### src/rtl/sprite_mem_pkg.sv
// sprite_mem_pkg: shared sprite select encodings, sprite region map and server FSM states
// Contents:
//   SRAM_AW, ENTRY_W      : SRAM word address width and entry index width
//   sprite_sel_e          : MEM_SEL encodings shared with the pixel loader
//   state_e               : sprite_mem_server FSM states
//   sprite_base()         : first 48-bit entry of each sprite region
//   sprite_count()        : number of entries in each sprite region
package sprite_mem_pkg;
  localparam int SRAM_AW = 19;
  localparam int ENTRY_W = 18;
  typedef enum logic [2:0] {
    SEL_BG     = 3'd0,
    SEL_PWR    = 3'd1,
    SEL_RED    = 3'd2,
    SEL_GREEN  = 3'd3,
    SEL_BLUE   = 3'd4,
    SEL_YELLOW = 3'd5,
    SEL_WIN    = 3'd6,
    SEL_LOSE   = 3'd7
  } sprite_sel_e;
  typedef enum logic [2:0] {
    S_IDLE = 3'd0,
    S_CALC = 3'd1,
    S_RD0  = 3'd2,
    S_RD1  = 3'd3,
    S_RD2  = 3'd4,
    S_LAST = 3'd5
  } state_e;
  // Regions are packed back to back; LOSE ends at entry 168248.
  function automatic logic [ENTRY_W-1:0] sprite_base(input logic [2:0] sel);
    case (sprite_sel_e'(sel))
      SEL_BG:     return 18'd0;
      SEL_PWR:    return 18'd64800;
      SEL_RED:    return 18'd65000;
      SEL_GREEN:  return 18'd79112;
      SEL_BLUE:   return 18'd93224;
      SEL_YELLOW: return 18'd107336;
      SEL_WIN:    return 18'd121448;
      default:    return 18'd143048;
    endcase
  endfunction
  function automatic logic [15:0] sprite_count(input logic [2:0] sel);
    case (sprite_sel_e'(sel))
      SEL_BG:     return 16'd64800;
      SEL_PWR:    return 16'd200;
      SEL_WIN:    return 16'd21600;
      SEL_LOSE:   return 16'd25200;
      default:    return 16'd14112;
    endcase
  endfunction
endpackage

### src/rtl/sprite_addr_calc.sv
// sprite_addr_calc: sprite-relative entry to flat SRAM word address (base lookup, x3 multiply)
// Ports:
//   CLK, RESET : clock, synchronous active-high reset
//   load_i     : capture the computed word address into word_q_o
//   sel_i      : sprite select
//   addr_i     : entry index within the sprite
//   word_d_o   : combinational word address of the entry's first word
//   word_q_o   : registered word address
module sprite_addr_calc
  import sprite_mem_pkg::*;
(
  input  logic               CLK,
  input  logic               RESET,
  input  logic               load_i,
  input  logic [2:0]         sel_i,
  input  logic [15:0]        addr_i,
  output logic [SRAM_AW-1:0] word_d_o,
  output logic [SRAM_AW-1:0] word_q_o
);
  logic [ENTRY_W-1:0] entry;
  assign entry = sprite_base(sel_i) + ENTRY_W'(addr_i);
  // Three words per entry: entry*3 as a shift plus add.
  assign word_d_o = {entry, 1'b0} + SRAM_AW'(entry);
  always_ff @(posedge CLK) word_q_o <= RESET ? '0 : load_i ? word_d_o : word_q_o;
endmodule

### src/rtl/sprite_mem_server.sv
// sprite_mem_server: sprite SRAM responder assembling three 16-bit words into a 48-bit entry
// Ports:
//   CLK, RESET          : clock, synchronous active-high reset
//   MEM_CLK             : request strobe, each rising edge (sampled on CLK) is one request
//   MEM_ADDR, MEM_SEL   : entry index and sprite select of the request
//   DATA_OUT            : assembled entry, first pixel in [47:24]
//   DATA_VALID          : DATA_OUT holds the result of the latest request
//   BUSY                : fetch in progress
//   OVERRUN             : sticky, a request edge arrived while busy and was dropped
//   BOUNDS_ERR          : sticky, out-of-range entry requested (SPRITE_MEM_BOUNDS_CHECK_EN only)
//   SRAM_ADDR, SRAM_RD  : SRAM word address and read enable
//   SRAM_DQ             : SRAM read data, valid one cycle after SRAM_RD
// Build option SPRITE_MEM_BOUNDS_CHECK_EN: out-of-range requests skip the SRAM and
// complete one cycle after acceptance with DATA_OUT = 0.
module sprite_mem_server
  import sprite_mem_pkg::*;
(
  input  logic               CLK,
  input  logic               RESET,
  input  logic               MEM_CLK,
  input  logic [15:0]        MEM_ADDR,
  input  logic [2:0]         MEM_SEL,
  output logic [47:0]        DATA_OUT,
  output logic               DATA_VALID,
  output logic               BUSY,
  output logic               OVERRUN,
`ifdef SPRITE_MEM_BOUNDS_CHECK_EN
  output logic               BOUNDS_ERR,
`endif
  output logic [SRAM_AW-1:0] SRAM_ADDR,
  output logic               SRAM_RD,
  input  logic [15:0]        SRAM_DQ
);
  state_e             state_q;
  logic               prev_q;
  logic [15:0]        addr_q;
  logic [2:0]         sel_q;
  logic [15:0]        hi_q;
  logic [15:0]        mid_q;
  logic [SRAM_AW-1:0] word_d;
  logic [SRAM_AW-1:0] word_q;
  logic               req;
  assign req = MEM_CLK & ~prev_q;
`ifdef SPRITE_MEM_BOUNDS_CHECK_EN
  logic oob;
  assign oob = addr_q >= sprite_count(sel_q);
`endif
  sprite_addr_calc u_calc (
    .CLK      (CLK),
    .RESET    (RESET),
    .load_i   (state_q == S_CALC),
    .sel_i    (sel_q),
    .addr_i   (addr_q),
    .word_d_o (word_d),
    .word_q_o (word_q)
  );
  // SRAM_ADDR for the first read comes straight from the combinational
  // multiply so the read starts in the same cycle the word address is registered.
  always_ff @(posedge CLK) begin
    if (RESET) begin
      state_q    <= S_IDLE;
      prev_q     <= 1'b0;
      addr_q     <= '0;
      sel_q      <= '0;
      hi_q       <= '0;
      mid_q      <= '0;
      DATA_OUT   <= '0;
      DATA_VALID <= 1'b0;
      BUSY       <= 1'b0;
      OVERRUN    <= 1'b0;
`ifdef SPRITE_MEM_BOUNDS_CHECK_EN
      BOUNDS_ERR <= 1'b0;
`endif
      SRAM_ADDR  <= '0;
      SRAM_RD    <= 1'b0;
    end else begin
      prev_q <= MEM_CLK;
      if (req && state_q != S_IDLE) OVERRUN <= 1'b1;
      case (state_q)
        S_IDLE: if (req) begin
          addr_q     <= MEM_ADDR;
          sel_q      <= MEM_SEL;
          BUSY       <= 1'b1;
          DATA_VALID <= 1'b0;
          state_q    <= S_CALC;
        end
        S_CALC: begin
`ifdef SPRITE_MEM_BOUNDS_CHECK_EN
          if (oob) begin
            DATA_OUT   <= '0;
            DATA_VALID <= 1'b1;
            BUSY       <= 1'b0;
            BOUNDS_ERR <= 1'b1;
            state_q    <= S_IDLE;
          end else begin
            SRAM_RD   <= 1'b1;
            SRAM_ADDR <= word_d;
            state_q   <= S_RD0;
          end
`else
          SRAM_RD   <= 1'b1;
          SRAM_ADDR <= word_d;
          state_q   <= S_RD0;
`endif
        end
        S_RD0: begin
          SRAM_ADDR <= word_q + SRAM_AW'(1);
          state_q   <= S_RD1;
        end
        S_RD1: begin
          hi_q      <= SRAM_DQ;
          SRAM_ADDR <= word_q + SRAM_AW'(2);
          state_q   <= S_RD2;
        end
        S_RD2: begin
          mid_q   <= SRAM_DQ;
          SRAM_RD <= 1'b0;
          state_q <= S_LAST;
        end
        S_LAST: begin
          DATA_OUT   <= {hi_q, mid_q, SRAM_DQ};
          DATA_VALID <= 1'b1;
          BUSY       <= 1'b0;
          state_q    <= S_IDLE;
        end
        default: state_q <= S_IDLE;
      endcase
    end
  end
endmodule

### config.mk
export PLATFORM = sky130hd
export DESIGN_NAME = sprite_mem_server
export DESIGN_NICKNAME = d
export VERILOG_FILES = /design/src/rtl/sprite_mem_pkg.sv /design/src/rtl/sprite_addr_calc.sv /design/src/rtl/sprite_mem_server.sv
export SDC_FILE = /design/constraint.sdc
export NUM_CORES = 1
export LEC_CHECK = 0
export CAP_MARGIN = 40
export CORE_MARGIN = 2
export CORE_UTILIZATION = 59
export DETAILED_ROUTE_END_ITERATION = 6
export PLACE_DENSITY = 0.85
export SETUP_SLACK_MARGIN = 0.15
export SLEW_MARGIN = 20
export SYNTH_ARGS = -nofsm -noshare
export SYNTH_HDL_FRONTEND = slang
export SYNTH_HIERARCHICAL = 1
export SYNTH_SLANG_ARGS = --single-unit
### constraint.sdc
create_clock -name CLK -period 10.2 [get_ports CLK]
set_clock_uncertainty 0.15 [all_clocks]
set_input_delay 2.04 -clock CLK [delete_from_list [all_inputs] [get_ports CLK]]
set_output_delay 2.04 -clock CLK [all_outputs]
set_load 0.05 [all_outputs]
==> out/metrics.csv <==
stage,metric,value,unit
status,status,"complete, no violations",
timing,f_max,0.188,GHz
synthesis,Yosys reg bits,145,
route,DRC violations left,0,
clock_tree,hold buffer count at CTS,0,
synthesis,count of cell types in the netlist,83,
clock_tree,Max Root-Sink Buffers,2,
clock_tree,CTS resizes,0,
timing,setup violators final,0,
synthesis,fraction of registers with async set/reset,0,%
floorplanning,total core area,0.0127,mm2
finish,fin nets,1111,
setup_path,Crit. End Element,register,
synthesis,Ys Warns,6,
route,1st-pass router iterations,5,
synthesis,Syn Inst Count,969,
synthesis,largest cells by area after synthesis,"dfxtp_1 (38%), nand2_1 (12%), a21oi_1 (9.1%)",
finish,n_diodes,0,
finish,share of layout cells above drive strength 1,7.50,%
power,Power per Cell Area,185,mW/mm2
setup_path,"Max FO, Critical Path",13,
clock_tree,clk sinks,145,
setup_path,Worst EP required,10.33,ns
timing,Final Cycle Share,52.2,%
finish,Layout Cell Area excl Fill,0.00940,mm2
power,Static Leak,0.00346,uW
clock_tree,H-tree depth,4,
synthesis,Syn Area/Cell,7.91,um2
timing,setup_tns,0,ns
route,Vias,7215,
route,final WL,20.1,mm
route,post-DR wirelength/cell,16.4,um
synthesis,ys flop type,dfxtp_1,
floorplanning,die height,118,um
timing,slew margin rel.,41.3,%
setup_path,Critical Path AT,5.46,ns
finish,"Area growth, synth to finish",22.7,%
setup_path,WS Path Type,register to register,
setup_path,Critical-path top delay cell,dfxtp_1,
synthesis,synthesized cell area,0.00766,mm2
synthesis,syn_nets,1039,
route,Via density,5.88,
route,Routed Antenna Nets,0,
floorplanning,# IOs,109,
clock_tree,Clock Latency Late Sink,0.43,ns
setup_path,biggest cell delay along the critical path,0.58,ns
grt,pin count of the biggest net entering global routing,76,
floorplanning,site row count,41,
synthesis,number of enable flip-flop cells after synthesis,0,
route,DRT iter0 DRCs,605,
clock_tree,CTS tree,yes,
placed_design,Port Buf Inserts,108,
grt,initial antenna violation count,0,
floorplanning,starting density of the core,60.5,%
clock_tree,root buf cell,clkbuf_16,
timing,min Tclk post-route,5.33,ns
floorplanning,Die Wd,118,um
timing,final hold violations,0,
clock_tree,Clock transition at path regs,0.06,ns
clock_tree,CTS Buf Count,17,
clock_tree,Post CTS Setup Buffer Count,0,
setup_path,CP Cell Sequence,or2_2 -> xor2_1 -> ha_1 -> a211oi_1 -> o21bai_1 -> a21oi_1 -> o21bai_1 -> a21oi_1 -> xnor2_1 -> ha_1 -> and2_1 -> a221o_1 -> a31o_2 -> a311o_1 -> a41o_1 -> or3_1 -> nor3_1 -> a211oi_1 -> a31oi_1 -> o31ai_1,
synthesis,Yosys top cell area share,37.9,%
power,Worst VDD drop,120,uV
grt,global-route wire length before repair,33.2,mm
floorplanning,die area,0.0139,mm2
synthesis,sequential area share after synthesis,37.9,%
timing,RSZ-0062 raised after global routing,no,
run,max_cap viols,0,
timing,worst-margin pin slew,0.871,ns
setup_path,crit start category,register,
grt,Overall Global Routing Usage,29.0,%
min_path,Hold WC Path Type,register to register,
grt,grt ovf,0,
synthesis,Synth area leader,dfxtp_1,
timing,Final Slew Violations,0,
placed_design,placed cell areas,0.00879,mm2
placed_design,final RePlAce weighted congestion,0.920,
grt,number of global-route vias before repair,6848,
placed_design,DP HPWL,13.4,mm
## worst paths after layout
path,startpoint,to,slack (ns),cells after the start
setup / recovery,sel_q[2],SRAM_ADDR[18],4.87,20
setup reg to reg,sel_q[2],SRAM_ADDR[18],4.87,20
hold / removal,hi_q[5],DATA_OUT[37],0.30,2
hold reg to reg,hi_q[5],DATA_OUT[37],0.30,2
## sequential cells by signal, indices dropped and copies added, names as in the netlist
name / count
BUSY: 1
sel_q: 3
addr_q: 16
u_calc/word_q_o: 19
DATA_OUT: 48
mid_q: 16
prev_q: 1
hi_q: 16
SRAM_RD: 1
SRAM_ADDR: 19
DATA_VALID: 1
OVERRUN: 1
state_q: 3
## kinds of logic after synthesis
kind of cell,Yosys count,synth area share [%]
buf+inv,93,5.40
fa+ha+maj,33,5.45
compound gates,245,20.5
mux,20,2.81
simple gates,389,22.9
flops,145,37.9
xor+xnor,44,5.03
## final cells by class
class	instances	area, um2
timing repair buffer	118	1210
fill	973	3270
multi-input combinational	731	4360
clock inverter	13	174
inverter	28	105
tap	172	215
sequential	145	2900
clock buffer	19	433
## report_power, final
group	switching, uW	leakage, uW	internal [uW]
logic	278	0.00199	180
registers	35.5	0.00118	598
clock network	258	0.000291	390
## placed cells by master (no fill, tap or decap), types with 16 or more instances in the layout
cell type,n
clkdlybuf4s50_1,107
nand2_1,236
nor2_1,63
clkbuf_16,17
xor2_1,18
dfxtp_1,145
a21oi_1,140
mux2i_1,17
ha_1,31
o21ai_0,16
inv_1,28
xnor2_1,26
## per-layer routing
layer | GRT usage [%] | wire [um]
met3 | 7.41 | 1530
met4 | 8.58 | 389
met1 | 35.2 | 8170
met5 | 0 | 0
met2 | 50.4 | 9970
## critical path, delay by kind of cell, from the launching register on
family | cells | cell delay (ns)
fa+ha+maj | 2 | 0.65
flops | 1 | 0.58
compound gates | 12 | 2.46
xor+xnor | 2 | 0.39
simple gates | 4 | 0.95
## stage by stage
stage | hold slack [ns] | setup slack [ns] | instances | util [%] | total power [uW]
detailed placement | 0.293 | 4.92 | 1194 | 69.4 | 1090
global placement | 0.287 | 5.05 | 1189 | 68.6 | 1080
finish | 0.298 | 4.87 | 1226 | 74.2 | 1740
floorplan | 0.282 | 5.22 | 969 | - | 976
CTS | 0.300 | 4.91 | 1226 | 74.2 | 1730
global route | 0.319 | 4.44 | 1226 | 74.2 | 1820
## Yosys cell counts, types with 4 or more instances
cell and instances:
a211oi_1 13, inv_1 28, o31ai_1 4, clkbuf_1 31, dfxtp_1 145, a21oi_1 140, nand4_1 10, nor4_1 7
xnor2_1 26, nor4_2 4, nand2_1 236, xor2_1 18, o21ai_0 16, ha_1 31, o211ai_1 4, buf_4 7
mux2i_1 17, a31oi_1 5, nor2b_1 8, nand3_1 8, o21bai_1 4, a21o_1 8, nand2b_1 8, nor2_1 65
buf_2 25, o211a_1 5, o221a_2 6, nor3_1 12, o221ai_1 7
Power figures use the tool's default switching activity.
